## config.mk

```make
export PLATFORM = sky130hd
export DESIGN_NAME = nat_tuple_extract
export DESIGN_NICKNAME = d
export VERILOG_FILES = /design/src/rtl/nat_pkg.sv /design/src/rtl/axis_reg_slice.sv /design/src/rtl/nat_tuple_extract.sv
export SDC_FILE = /design/constraint.sdc
export NUM_CORES = 1
export LEC_CHECK = 0
export ABC_CLOCK_PERIOD_IN_PS = 2300
export CAP_MARGIN = 20
export CORE_MARGIN = 2
export CORE_UTILIZATION = 30
export CTS_CLUSTER_SIZE = 12
export DETAILED_ROUTE_END_ITERATION = 8
export GPL_TIMING_DRIVEN = 1
export HOLD_SLACK_MARGIN = 0.05
export SLEW_MARGIN = 20
export SYNTH_ARGS = -nofsm -noshare
export SYNTH_HDL_FRONTEND = slang
export SYNTH_SLANG_ARGS = --single-unit
```

## constraint.sdc

```tcl
create_clock -name clk -period 2.3 [get_ports clk]
set_input_delay 0.46 -clock clk [delete_from_list [all_inputs] [get_ports clk]]
set_output_delay 0.46 -clock clk [all_outputs]
set_load 0.02 [all_outputs]
```

## src/rtl/nat_pkg.sv

```systemverilog
// nat_pkg: shared definitions for the NAT ingress parser and the lookup core.
//   - beat-index constants of the fixed Ethernet/IPv4/L4 header layout
//   - nat_tuple_t: the 5-tuple record handed to the lookup core
//   - default ethertype / protocol values
//   - bcnt_next: beat counter step (saturating, cleared at end of frame)
package nat_pkg;

   localparam logic [2:0] BEAT_FIRST   = 3'd0;
   localparam logic [2:0] BEAT_ETYPE   = 3'd1;
   localparam logic [2:0] BEAT_PROTO   = 3'd2;
   localparam logic [2:0] BEAT_IP      = 3'd3;
   localparam logic [2:0] BEAT_PORT    = 3'd4;
   localparam logic [2:0] BEAT_PAYLOAD = 3'd5;

   // Ethertype as it appears on the little-endian beat (byte 12 = 0x08).
   localparam logic [15:0] NAT_ETYPE_IPV4 = 16'h0008;
   localparam logic [7:0]  NAT_PROTO_TCP  = 8'h06;
   localparam logic [7:0]  NAT_PROTO_UDP  = 8'h11;

   typedef struct packed {
      logic [31:0] src_ip;
      logic [31:0] dst_ip;
      logic [15:0] src_port;
      logic [15:0] dst_port;
      logic [7:0]  proto;
   } nat_tuple_t;

   // Next beat index for an accepted beat: 0 after tlast, else +1 saturating at payload.
   function automatic logic [2:0] bcnt_next(input logic [2:0] bcnt, input logic last);
      logic [2:0] nxt;
      if (last) begin
         nxt = BEAT_FIRST;
      end else if (bcnt >= BEAT_PAYLOAD) begin
         nxt = BEAT_PAYLOAD;
      end else begin
         nxt = bcnt + 3'd1;
      end
      return nxt;
   endfunction

endpackage

```

## src/rtl/axis_reg_slice.sv

```systemverilog
// axis_reg_slice: single-stage AXI-Stream register slice (64-bit data + keep + last).
// Ports:
//   clk, rst_n                     clock, synchronous active-low reset
//   s_data/s_keep/s_last/s_valid   upstream beat (s_valid must already include s_ready)
//   s_ready                        slice can take a beat this cycle
//   m_data/m_keep/m_last/m_valid   registered downstream beat
//   m_ready                        downstream ready
// A held beat keeps valid and data stable until the downstream handshake.
module axis_reg_slice (
   input  logic        clk,
   input  logic        rst_n,
   input  logic [63:0] s_data,
   input  logic [7:0]  s_keep,
   input  logic        s_last,
   input  logic        s_valid,
   output logic        s_ready,
   output logic [63:0] m_data,
   output logic [7:0]  m_keep,
   output logic        m_last,
   output logic        m_valid,
   input  logic        m_ready
);

   assign s_ready = !m_valid || m_ready;

   // Output register: load on accept, drop valid only after a handshake.
   always_ff @(posedge clk) begin
      if (!rst_n) begin
         m_data  <= 64'h0;
         m_keep  <= 8'h00;
         m_last  <= 1'b0;
         m_valid <= 1'b0;
      end else if (s_valid && s_ready) begin
         m_data  <= s_data;
         m_keep  <= s_keep;
         m_last  <= s_last;
         m_valid <= 1'b1;
      end else if (m_ready) begin
         m_valid <= 1'b0;
      end else begin
         m_valid <= m_valid;
      end
   end

endmodule

```

## src/rtl/nat_tuple_extract.sv

```systemverilog
// nat_tuple_extract: ingress header parser in front of the NAT lookup core.
// Forwards every AXI-Stream beat through one register stage and emits exactly
// one IPv4 5-tuple record per frame on the t_* valid/ready port.
// Ports:
//   clk, rst_n            clock, synchronous active-low reset
//   s_axis_*              ingress frame stream (64-bit, keep, last)
//   m_axis_*              egress frame stream, 1-cycle delayed copy of ingress
//   t_src_ip..t_proto     tuple record fields, t_hit = translatable TCP(/UDP) IPv4 frame
//   t_valid, t_ready      tuple record handshake (one-entry slot)
// Build option: define NAT_UDP_EN to also accept PROTO_UDP as translatable.
module nat_tuple_extract
   import nat_pkg::*;
#(
   parameter logic [15:0] ETH_TYPE_IPV4 = NAT_ETYPE_IPV4,
   parameter logic [7:0]  PROTO_TCP     = NAT_PROTO_TCP,
   parameter logic [7:0]  PROTO_UDP     = NAT_PROTO_UDP
) (
   input  logic        clk,
   input  logic        rst_n,
   input  logic [63:0] s_axis_tdata,
   input  logic [7:0]  s_axis_tkeep,
   input  logic        s_axis_tlast,
   input  logic        s_axis_tvalid,
   output logic        s_axis_tready,
   output logic [63:0] m_axis_tdata,
   output logic [7:0]  m_axis_tkeep,
   output logic        m_axis_tlast,
   output logic        m_axis_tvalid,
   input  logic        m_axis_tready,
   output logic [31:0] t_src_ip,
   output logic [31:0] t_dst_ip,
   output logic [15:0] t_src_port,
   output logic [15:0] t_dst_port,
   output logic [7:0]  t_proto,
   output logic        t_hit,
   output logic        t_valid,
   input  logic        t_ready
);

`ifdef NAT_UDP_EN
   localparam logic UDP_EN = 1'b1;
`else
   localparam logic UDP_EN = 1'b0;
`endif

   logic        slice_ready;
   logic        accept;
   logic        gen_next;
   logic [2:0]  bcnt;

   // Header fields captured so far in the current frame.
   logic [15:0] etype_cap;
   logic [7:0]  proto_cap;
   logic [31:0] src_ip_cap;
   logic [15:0] dst_lo_cap;   // dst_ip[15:0], carried on beat 3

   // Capture values including the beat currently on the input.
   logic [15:0] etype_nxt;
   logic [7:0]  proto_nxt;
   logic [31:0] src_ip_nxt;
   logic [15:0] dst_lo_nxt;
   logic        proto_ok;
   logic        hit_nxt;
   nat_tuple_t  rec_nxt;

   nat_tuple_t  tup;

   // Stall ingress when this beat would create a record but the slot is full and not draining.
   assign s_axis_tready = rst_n && slice_ready && !(gen_next && t_valid && !t_ready);
   assign accept        = s_axis_tvalid && s_axis_tready;

   axis_reg_slice u_slice (
      .clk     (clk),
      .rst_n   (rst_n),
      .s_data  (s_axis_tdata),
      .s_keep  (s_axis_tkeep),
      .s_last  (s_axis_tlast),
      .s_valid (accept),
      .s_ready (slice_ready),
      .m_data  (m_axis_tdata),
      .m_keep  (m_axis_tkeep),
      .m_last  (m_axis_tlast),
      .m_valid (m_axis_tvalid),
      .m_ready (m_axis_tready)
   );

   // Field extraction and record build for the beat on the input.
   always_comb begin
      etype_nxt  = (bcnt == BEAT_ETYPE) ? s_axis_tdata[47:32] : etype_cap;
      proto_nxt  = (bcnt == BEAT_PROTO) ? s_axis_tdata[63:56] : proto_cap;
      src_ip_nxt = (bcnt == BEAT_IP)    ? s_axis_tdata[47:16] : src_ip_cap;
      dst_lo_nxt = (bcnt == BEAT_IP)    ? s_axis_tdata[63:48] : dst_lo_cap;

      // Beat 4 always generates; a runt ends before it, so its beat-4 fields stay zero.
      rec_nxt.src_ip = src_ip_nxt;
      rec_nxt.proto  = proto_nxt;
      if (bcnt == BEAT_PORT) begin
         rec_nxt.dst_ip   = {s_axis_tdata[15:0], dst_lo_nxt};
         rec_nxt.src_port = s_axis_tdata[31:16];
         rec_nxt.dst_port = s_axis_tdata[47:32];
      end else begin
         rec_nxt.dst_ip   = {16'h0000, dst_lo_nxt};
         rec_nxt.src_port = 16'h0000;
         rec_nxt.dst_port = 16'h0000;
      end

      proto_ok = (proto_nxt == PROTO_TCP) || (UDP_EN && (proto_nxt == PROTO_UDP));
      hit_nxt  = (etype_nxt == ETH_TYPE_IPV4) && proto_ok && (bcnt == BEAT_PORT);

      gen_next = s_axis_tvalid &&
                 ((bcnt == BEAT_PORT) || (s_axis_tlast && (bcnt < BEAT_PORT)));
   end

   // Beat counter and header capture; everything is cleared at end of frame.
   always_ff @(posedge clk) begin
      if (!rst_n) begin
         bcnt       <= BEAT_FIRST;
         etype_cap  <= 16'h0000;
         proto_cap  <= 8'h00;
         src_ip_cap <= 32'h0;
         dst_lo_cap <= 16'h0000;
      end else if (accept) begin
         bcnt <= bcnt_next(bcnt, s_axis_tlast);
         if (s_axis_tlast) begin
            etype_cap  <= 16'h0000;
            proto_cap  <= 8'h00;
            src_ip_cap <= 32'h0;
            dst_lo_cap <= 16'h0000;
         end else begin
            etype_cap  <= etype_nxt;
            proto_cap  <= proto_nxt;
            src_ip_cap <= src_ip_nxt;
            dst_lo_cap <= dst_lo_nxt;
         end
      end else begin
         bcnt <= bcnt;
      end
   end

   // One-entry tuple slot; a new record may replace one draining in the same cycle.
   always_ff @(posedge clk) begin
      if (!rst_n) begin
         tup     <= '0;
         t_hit   <= 1'b0;
         t_valid <= 1'b0;
      end else if (accept && gen_next) begin
         tup     <= rec_nxt;
         t_hit   <= hit_nxt;
         t_valid <= 1'b1;
      end else if (t_valid && t_ready) begin
         t_valid <= 1'b0;
      end else begin
         t_valid <= t_valid;
      end
   end

   assign t_src_ip   = tup.src_ip;
   assign t_dst_ip   = tup.dst_ip;
   assign t_src_port = tup.src_port;
   assign t_dst_port = tup.dst_port;
   assign t_proto    = tup.proto;

endmodule

```

==> impl_metrics.yaml, run 1 <==
run_status:
  status: "complete, no violations"
sta:
  slew-limit-headroom: 0.533
  post-route-min-period_ns: 2.23
  setup_repair_after_global_routing_missed_its_margin: "true"
  timing.setup.tns_ns: 0
  timing.final.setup_violations: 0
  final_max_slew_viol_count: 0
  layout_worst_path_cycle_share: 0.970
  slew_worst_pin_ns: 0.701
  clock_skew_after_layout_ns: 0.00613
  finalHoldViolations: 0
  fin_ws_ns: 0.0687
  max_freq_mhz: 448
die:
  top_level_ports: 259
  core_area_sq_um: 30600
  initial_utilization: 0.305
  floorplan.die.height_microns: 180
  rows: 64
  floorplan.die_area_sq_um: 32500
  die_w_microns: 180
final_layout:
  filler_cell_count: 2944
  layout_commonest_cell: "clkdlybuf4s50_1"
  syn_to_layout_area_delta_pct: 47.6
  layout.nets: 1350
  multi_input_gate_area_sq_um: 3940
  seqCellArea_sq_um: 5110
  fin_area_sq_um: 13800
  fraction_of_final_layout_cells_sized_beyond_drive_strength_1: 0.105
  layout.cells.non_filler: 1684
  layout_common_cells: "clkdlybuf4s50_1, dfxtp_1, nand2_1"
placement:
  place_congestion: 0.747
  dpl.cell_count: 1625
  io_buffers: 258
  detailed_place.area_sq_um: 12700
  detailedPlace.worstSlack_ns: -0.135
  post_dp_hpwl_microns: 19600
pwr:
  cellLeakagePower_nw: 4.75
  highest_ir_drop_seen_on_vdd_mv: 0.498
  cellPowerDensity_nw_per_um2: 739
  overall_power_w: 0.0102
route:
  wl_met2_microns: 13100
  wire_per_inst_microns: 17.1
  postRouteWirelength_microns: 28800
  post-route-drc-count: 0
  viasPerCell: 4.87
  drtIter0Drc: 420
  top_signal_layer_used: "met4"
  via_count_of_the_routed_design: 8194
  drt_pre_antenna_iters: 5
  route.antenna.remaining_nets: 0
  met3RoutedLength_microns: 2310
  m1WireLength_microns: 12900
global_routing:
  globalRouteTotalUtil: 0.171
  grt_pass1_vias: 7967
  grt_overflow_total: 0
  grt_max_degree: 64
  grt_first_pass_wirelength_microns: 45500
  antenna_found_initial: 1
synthesis:
  netlist_area_sq_um: 9330
  synth.yosys.seq_area_share: 0.547
  yosys_register_bits: 255
  synth_nets: 1078
  synth.distinct_cells: 41
  asyncSetResetFlopFracSynth: 0
  synth_enable_flop_cells: 0
  cells_after_synthesis: 995
  syn_avg_cell_area_sq_um: 9.38
  dominantRegCellSynth: "dfxtp_1"
  ys_warn_count: 0
clock_network:
  tritoncts: "done"
  ctsRootBufferMaster: "clkbuf_16"
  tritoncts_num_sinks: 255
  clock_tree.htree_level_count: 1
  worst_skew_pair.late_latency_ns: 0.54
  cts_made_buffers: 29
  cts_hold_buf: 0
  max-clock-path-buffers: 3
  clkTransAtPathRegs_ns: 0.06
worst_setup_path:
  worst_setup_path_end_kind: "flip-flop"
  critPathMaxFanout: 17
  timing_worst_setup_path_type: "reg2reg"
  cp-start-kind: "flip-flop"
  critical_path_arrival_ns: 2.72
  ff2ff_setup_slack_ns: 0.07
  worstPathRequired_ns: 2.78
hold_path:
  worstHoldPathType: "reg2reg"
run:
  drv_cap: 0
==> layout make-up <==
type | count | share of cell area
antenna | 1 | 0.000182
inverter | 4 | 0.00145
tap | 396 | 0.0360
sequential | 255 | 0.371
clock buffer | 42 | 0.0599
clock inverter | 9 | 0.00772
multi-input combinational | 651 | 0.286
timing repair buffer | 326 | 0.238
==> through the flow <==
| stage | utilization | hold WS [ns] |
|---|---|---|
| 5_1_grt | 0.450 | 0.466 |
| 4_1_cts | 0.449 | 0.449 |
| 2_1_floorplan | - | 0.440 |
| 3_3_place_gp | 0.417 | 0.441 |
| 6_report | 0.450 | 0.451 |
| 3_5_place_dp | 0.417 | 0.446 |
==> cells in the mapped netlist (3+ instances only) <==
library cell,count,area [sq um]
mux2i_1,48,480
nor2_1,105,394
a311oi_1,8,70.1
buf_2,15,75.1
nand2_1,179,672
buf_1,8,30.0
ha_1,5,62.6
inv_1,4,15.0
nor4_1,7,43.8
nand2b_1,7,43.8
dfxtp_1,255,5100
nand4b_1,6,52.6
nor2b_1,3,18.8
a21oi_1,86,430
a31oi_1,5,31.3
or2_2,6,37.5
clkbuf_1,59,221
a22oi_1,48,360
nand3_1,3,15.0
a22o_1,64,561
a211oi_1,49,368
buf_4,3,22.5
o32a_1,4,40.0
==> report_power, final <==
| group | switching, W | internal [W] | total, W |
|---|---|---|---|
| Clock | 0.00181 | 0.00270 | 0.00451 |
| Combinational | 0.000583 | 0.000489 | 0.00107 |
| Sequential | 0.0000573 | 0.00453 | 0.00459 |
| Total | 0.00245 | 0.00772 | 0.0102 |
==> flip-flops by register name, summed over array words and instances (netlist names), 16 cells and up <==
signal / count
dst_lo_cap: 16
t_dst_port: 16
t_dst_ip: 32
t_src_ip: 32
src_ip_cap: 32
etype_cap: 16
t_src_port: 16
u_slice.m_data: 64
==> metal layers <==
metal,up-vias,global-route usage
li1,4074,-
met1,3855,0.224
met2,227,0.279
met3,38,0.0521
met4,0,0.0335
met5,-,0
==> logic make-up (layout without fill, tap and decap cells) <==
| group | count (synthesis) | after routing | synth area share |
|---|---|---|---|
| buffers and inverters | 89 | 381 | 0.0390 |
| DFF | 255 | 255 | 0.547 |
| and+or+nand+nor | 327 | 327 | 0.147 |
| muxes | 49 | 49 | 0.0531 |
| AOI/OAI and AO/OA | 270 | 270 | 0.207 |
| other | 0 | 1 | 0 |
| adders and majority gates | 5 | 5 | 0.00671 |
==> critical path, stage by stage, from the launching register on <==
cell and delay, ns:
dfxtp_2 0.34, inv_2 0.05, ha_4 0.15, mux2_4 0.28
buf_4 0.17, buf_4 0.13, a211o_4 0.34, nor3b_4 0.21
buf_4 0.17, clkbuf_16 0.18, a22o_1 0.15
==> path summary, 6_finish.rpt <==
check	startpoint	end	cells after the start
setup reg to reg	bcnt[0]$_SDFFE_PN0N_	dst_lo_cap[11]$_SDFFE_PN0N_	10
hold / removal	u_slice.m_data[52]$_SDFFE_PN0P_	u_slice.m_data[52]$_SDFFE_PN0P_	2
setup / recovery	bcnt[0]$_SDFFE_PN0N_	dst_lo_cap[11]$_SDFFE_PN0N_	10
hold reg to reg	u_slice.m_data[52]$_SDFFE_PN0P_	u_slice.m_data[52]$_SDFFE_PN0P_	2
==> what timing repair did <==
action	CTS	global route
endpoints found under the setup margin	1	19
gates cloned	0	1
setup buffers	5	2
pin swaps	2	4
resized for setup	9	0
No activity file was read; power rests on OpenSTA's default activity.
==> run 2, diff against run 1 <==
SKIP_CTS_REPAIR_TIMING = 1   (was unset)
==> run 2 against run 1 <==
The flow now finishes with violations (negative setup slack); final cell count shrank 0.24%; global-route usage is 0.069 points lower; routed wire length down 0.90%; flip-flop and latch count is the same; setup slack worse by 0.10 ns; largest cell class unchanged; highest routed layer unchanged.
==> impl_metrics.yaml, run 2 (synthesis gave the netlist of run 1 again) <==
clock_network:
  tritoncts: "done"
  clock_tree.htree_level_count: 1
  ctsRootBufferMaster: "clkbuf_16"
  max-clock-path-buffers: 3
  worst_skew_pair.late_latency_ns: 0.54
  cts_made_buffers: 29
  clkTransAtPathRegs_ns: 0.06
  tritoncts_num_sinks: 255
pwr:
  switching_power_w: 0.00245
  combinationalPowerShare: 0.105
  p_clk_frac: 0.443
  cellLeakagePower_nw: 4.72
  overall_power_w: 0.0102
  p_seq_frac: 0.452
  cellPowerDensity_nw_per_um2: 740
  highest_ir_drop_seen_on_vdd_mv: 0.499
  power.share.switching: 0.241
  internal-power_w: 0.00772
run_status:
  violations: "negative setup slack"
  status: "finished, violations left"
route:
  post-route-drc-count: 0
  via_count_of_the_routed_design: 8181
  wire_per_inst_microns: 17.0
  drt_pre_antenna_iters: 4
  postRouteWirelength_microns: 28500
  viasPerCell: 4.87
  route.antenna.remaining_nets: 0
  drtIter0Drc: 412
worst_setup_path:
  timing.critical_path.to: "s_axis_tready"
  worstPathRequired_ns: 1.84
  critical_path_arrival_ns: 1.87
  cp-start-kind: "flip-flop"
  crit_start: "bcnt[1]$_SDFFE_PN0N_"
  worst_setup_path_end_kind: "primary output"
  ff2ff_setup_slack_ns: 0.17
  worst_r2r_startpoint: "bcnt[1]$_SDFFE_PN0N_"
  crit_path_cell_trace: "inv_4 > ha_4 > mux2_4 > a211oi_4 > buf_6"
  timing.critical_path.slowest_cell_delay_ns: 0.38
  critPathMaxFanout: 6
  critical-path-slowest-cell: "dfxtp_4"
  timing_worst_setup_path_type: "reg2out"
  critical_path.reg2reg.endpoint: "src_ip_cap[20]$_SDFFE_PN0N_"
  r2r_cells: 8
sta:
  layout_worst_path_cycle_share: 1.01
  timing.setup.tns_ns: -0.0345
  max_freq_mhz: 428
  timing.final.setup_violations: 1
  final_max_slew_viol_count: 0
  slew_worst_pin_ns: 0.702
  finalHoldViolations: 0
  clock_skew_after_layout_ns: 0.00789
  slew-limit-headroom: 0.532
  fin_ws_ns: -0.0345
  setup_repair_after_global_routing_missed_its_margin: "true"
  post-route-min-period_ns: 2.33
placement:
  detailed_place.area_sq_um: 12700
  detailedPlace.worstSlack_ns: -0.135
  dpl.cell_count: 1625
  io_buffers: 258
  place_congestion: 0.747
  post_dp_hpwl_microns: 19600
global_routing:
  globalRouteTotalUtil: 0.170
  grt_pass1_vias: 7954
  grt_first_pass_wirelength_microns: 45300
  antenna_found_initial: 1
  grt_overflow_total: 0
  grt_max_degree: 64
final_layout:
  layout_common_cells: "clkdlybuf4s50_1, dfxtp_1, nand2_1"
  top_reg_by_flops: "u_slice.m_data"
  syn_to_layout_area_delta_pct: 47.2
  fin_area_sq_um: 13700
  largest_register_ff_count: 64
  fraction_of_final_layout_cells_sized_beyond_drive_strength_1: 0.102
  layout.nets: 1346
  layout.cells.non_filler: 1680
  layout_commonest_cell: "clkdlybuf4s50_1"
run:
  drv_cap: 0
die:
  top_level_ports: 259
  floorplan.die.height_microns: 180
  core_area_sq_um: 30600
  die_w_microns: 180
  initial_utilization: 0.305
  floorplan.die_area_sq_um: 32500
  rows: 64
hold_path:
  worstHoldPathType: "reg2reg"
  hold_depth: 2
==> run 2: layout make-up <==
cell class,count,area [sq um]
clock buffers,42,825
flip-flops and latches,255,5110
inverters,4,22.5
clock inverters,9,106
diodes,1,2.50
repair buffers,322,3230
well taps,396,495
fillers,2949,16900
multi-input cells,651,3940
==> run 2: metal layers <==
layer	track usage	wire length [microns]	share of wire
met3	0.0521	2350	0.082
met4	0.0335	394	0.014
met1	0.223	12900	0.45
met2	0.277	12900	0.45
met5	0	0	0
==> run 2: power by group through the flow <==
stage / Clock (W) / Combinational, W / Sequential (W)
final: 0.00450 / 0.00107 / 0.00459
after global routing: 0.00483 / 0.00115 / 0.00460
after CTS: 0.00465 / 0.00108 / 0.00459
after detailed placement: 0 / 0.00107 / 0.00469
after global placement: 0 / 0.00107 / 0.00468
after floorplan: 0 / 0.000305 / 0.00482
==> run 2: critical path: cells and delay by family, from the launching register on <==
family | cells | cell delay (ns)
fa+ha+maj | 1 | 0.16
mux | 1 | 0.31
compound gates | 1 | 0.28
buf+inv | 2 | 0.20
flops | 1 | 0.38
==> run 2: worst min-delay path by stage <==
stage                                               start  slack, ns                               to
final                     u_slice.m_data[52]$_SDFFE_PN0P_       0.45  u_slice.m_data[52]$_SDFFE_PN0P_
after floorplan                 etype_cap[2]$_SDFFE_PN0N_       0.44        etype_cap[2]$_SDFFE_PN0N_
after global placement    u_slice.m_data[42]$_SDFFE_PN0P_       0.44  u_slice.m_data[42]$_SDFFE_PN0P_
after CTS                                 s_axis_tkeep[3]       0.45   u_slice.m_keep[3]$_SDFFE_PN0P_
after global routing      u_slice.m_data[59]$_SDFFE_PN0P_       0.47  u_slice.m_data[59]$_SDFFE_PN0P_
after detailed placement   u_slice.m_data[4]$_SDFFE_PN0P_       0.45   u_slice.m_data[4]$_SDFFE_PN0P_
==> run 2: through the flow <==
step	hold slack, ns	utilization
final	0.451	0.449
after floorplan	0.440	-
after CTS	0.449	0.447
after global placement	0.441	0.417
after global routing	0.466	0.449
after detailed placement	0.446	0.417
==> run 3, diff against run 2 <==
ABC_CLOCK_PERIOD_IN_PS = unset   (was 2300)
CTS_CLUSTER_SIZE = 10   (was 12)
==> run 3 against run 2 <==
The run still ends with negative setup slack left; global-route usage is essentially flat; via count grew 0.62%; final cell count fell by 0.65%; fmax is 0.13% lower; final area down 0.61%; die area stayed put; power down 2.6%; sequential share of layout area is 0.23 points higher; clock skew grew 0.0066 ns; highest routed layer unchanged.
==> impl_metrics.yaml, run 3 (synthesis gave the netlist of run 1 again) <==
route:
  postRouteWirelength_microns: 28600
  via_count_of_the_routed_design: 8232
  drt_pre_antenna_iters: 5
  drtIter0Drc: 394
  viasPerCell: 4.93
  post-route-drc-count: 0
  route.antenna.remaining_nets: 0
  wire_per_inst_microns: 17.1
clock_network:
  max-clock-path-buffers: 3
  worst_skew_pair.late_latency_ns: 0.54
  tritoncts: "done"
  tritoncts_num_sinks: 255
  ctsRootBufferMaster: "clkbuf_16"
  cts_made_buffers: 30
  clkTransAtPathRegs_ns: 0.06
  clock_tree.htree_level_count: 1
hold_path:
  min_to: "u_slice.m_data[59]$_SDFFE_PN0P_"
  min-delay-start: "u_slice.m_data[59]$_SDFFE_PN0P_"
  worstHoldPathType: "reg2reg"
  hold_depth: 2
global_routing:
  antenna_found_initial: 1
  grt_overflow_total: 0
  grt_pass1_vias: 8019
  grt_max_degree: 64
  grt_first_pass_wirelength_microns: 45400
  globalRouteTotalUtil: 0.170
placement:
  io_buffers: 258
  post_dp_hpwl_microns: 19600
  dpl.cell_count: 1625
  detailed_place.area_sq_um: 12700
  place_congestion: 0.747
final_layout:
  fraction_of_final_layout_cells_sized_beyond_drive_strength_1: 0.0959
  top_reg_by_flops: "u_slice.m_data"
  syn_to_layout_area_delta_pct: 46.3
  layout_common_cells: "clkdlybuf4s50_1, dfxtp_1, nand2_1"
  fin_area_sq_um: 13600
  final_util: 0.446
  largest_register_ff_count: 64
  layout_commonest_cell: "clkdlybuf4s50_1"
  layout.cells.non_filler: 1669
  layout.nets: 1347
worst_setup_path:
  timing.critical_path.slowest_cell_delay_ns: 0.37
  worst_setup_path_end_kind: "primary output"
  crit_start: "bcnt[1]$_SDFFE_PN0N_"
  critical_path.reg2reg.endpoint: "src_ip_cap[11]$_SDFFE_PN0N_"
  critical-path-slowest-cell: "dfxtp_4"
  worst_r2r_startpoint: "bcnt[1]$_SDFFE_PN0N_"
  timing_worst_setup_path_type: "reg2out"
  critical_path_arrival_ns: 1.88
  crit_path_cell_trace: "inv_4 > ha_4 > mux2_4 > a211oi_4 > buf_6"
  worstPathRequired_ns: 1.84
  ff2ff_setup_slack_ns: 0.16
  critPathMaxFanout: 6
  r2r_cells: 8
  cp-start-kind: "flip-flop"
sta:
  layout_worst_path_cycle_share: 1.02
  setup_repair_after_global_routing_missed_its_margin: "true"
  max_freq_mhz: 428
  slew_worst_pin_ns: 0.709
  timing.final.setup_violations: 1
  post-route-min-period_ns: 2.34
  fin_ws_ns: -0.0375
  slew-limit-headroom: 0.527
  finalHoldViolations: 0
  final_max_slew_viol_count: 0
  clock_skew_after_layout_ns: 0.0145
die:
  floorplan.die_area_sq_um: 32500
  initial_utilization: 0.305
  floorplan.die.height_microns: 180
  rows: 64
  die_w_microns: 180
  core_area_sq_um: 30600
  top_level_ports: 259
pwr:
  cellLeakagePower_nw: 4.69
  cellPowerDensity_nw_per_um2: 725
  overall_power_w: 0.00989
  highest_ir_drop_seen_on_vdd_mv: 0.557
run_status:
  violations: "negative setup slack"
  status: "finished, violations left"
run:
  drv_cap: 0
## run 3: cell count changes in the layout (fill, tap and decap cells not counted), sizes merged
cell and change:
bufinv -1, clkinvlp -3, inv -1, clkbuf -4
clkinv -2
## run 3: worst max path at each step
stage,end,slack (ns)
finish,s_axis_tready,-0.04
global route,s_axis_tready,-0.1
CTS,s_axis_tready,-0.47
detailed placement,s_axis_tready,-0.14
global placement,s_axis_tready,-0.09
floorplan,dst_lo_cap[0]$_SDFFE_PN0N_,0.20
## run 3: where the power goes
part / leakage, nW / internal (W) / switching, W / total (W)
Clock: 0.414 / 0.00253 / 0.00170 / 0.00423
Sequential: 2.07 / 0.00453 / 0.0000581 / 0.00459
Combinational: 2.21 / 0.000488 / 0.000582 / 0.00107
Total: 4.69 / 0.00755 / 0.00234 / 0.00989
## run 3: final cells by class
| cell class | count | area [sq um] |
|---|---|---|
| fill | 2958 | 16900 |
| sequential | 255 | 5110 |
| multi-input combinational | 651 | 3940 |
| timing repair buffer | 322 | 3230 |
| clock buffer | 38 | 812 |
| tap | 396 | 495 |
| clock inverter | 2 | 35.0 |
| inverter | 4 | 22.5 |
| antenna | 1 | 2.50 |
## run 3: stage by stage
| stage | TNS [ns] | setup slack (ns) | hold slack [ns] |
|---|---|---|---|
| floorplan | 0 | 0.201 | 0.440 |
| global placement | -5.68 | -0.0904 | 0.441 |
| detailed placement | -8.12 | -0.135 | 0.446 |
| CTS | -0.467 | -0.467 | 0.454 |
| global route | -0.0957 | -0.0957 | 0.466 |
| finish | -0.0375 | -0.0375 | 0.451 |
## run 3: layer usage
layer / GRT usage / part of all wire / vias to the layer above
met4: 0.0345 / 0.018 / 0
li1: - / - / 4054
met5: 0 / 0 / -
met1: 0.222 / 0.45 / 3889
met2: 0.280 / 0.46 / 251
met3: 0.0501 / 0.078 / 38
## run 3: critical path: cells and delay by family, from the launching register on
family	cells	cell delay, ns
AOI/OAI and AO/OA	1	0.29
muxes	1	0.31
DFF	1	0.37
adders and majority gates	1	0.16
buffers and inverters	2	0.20
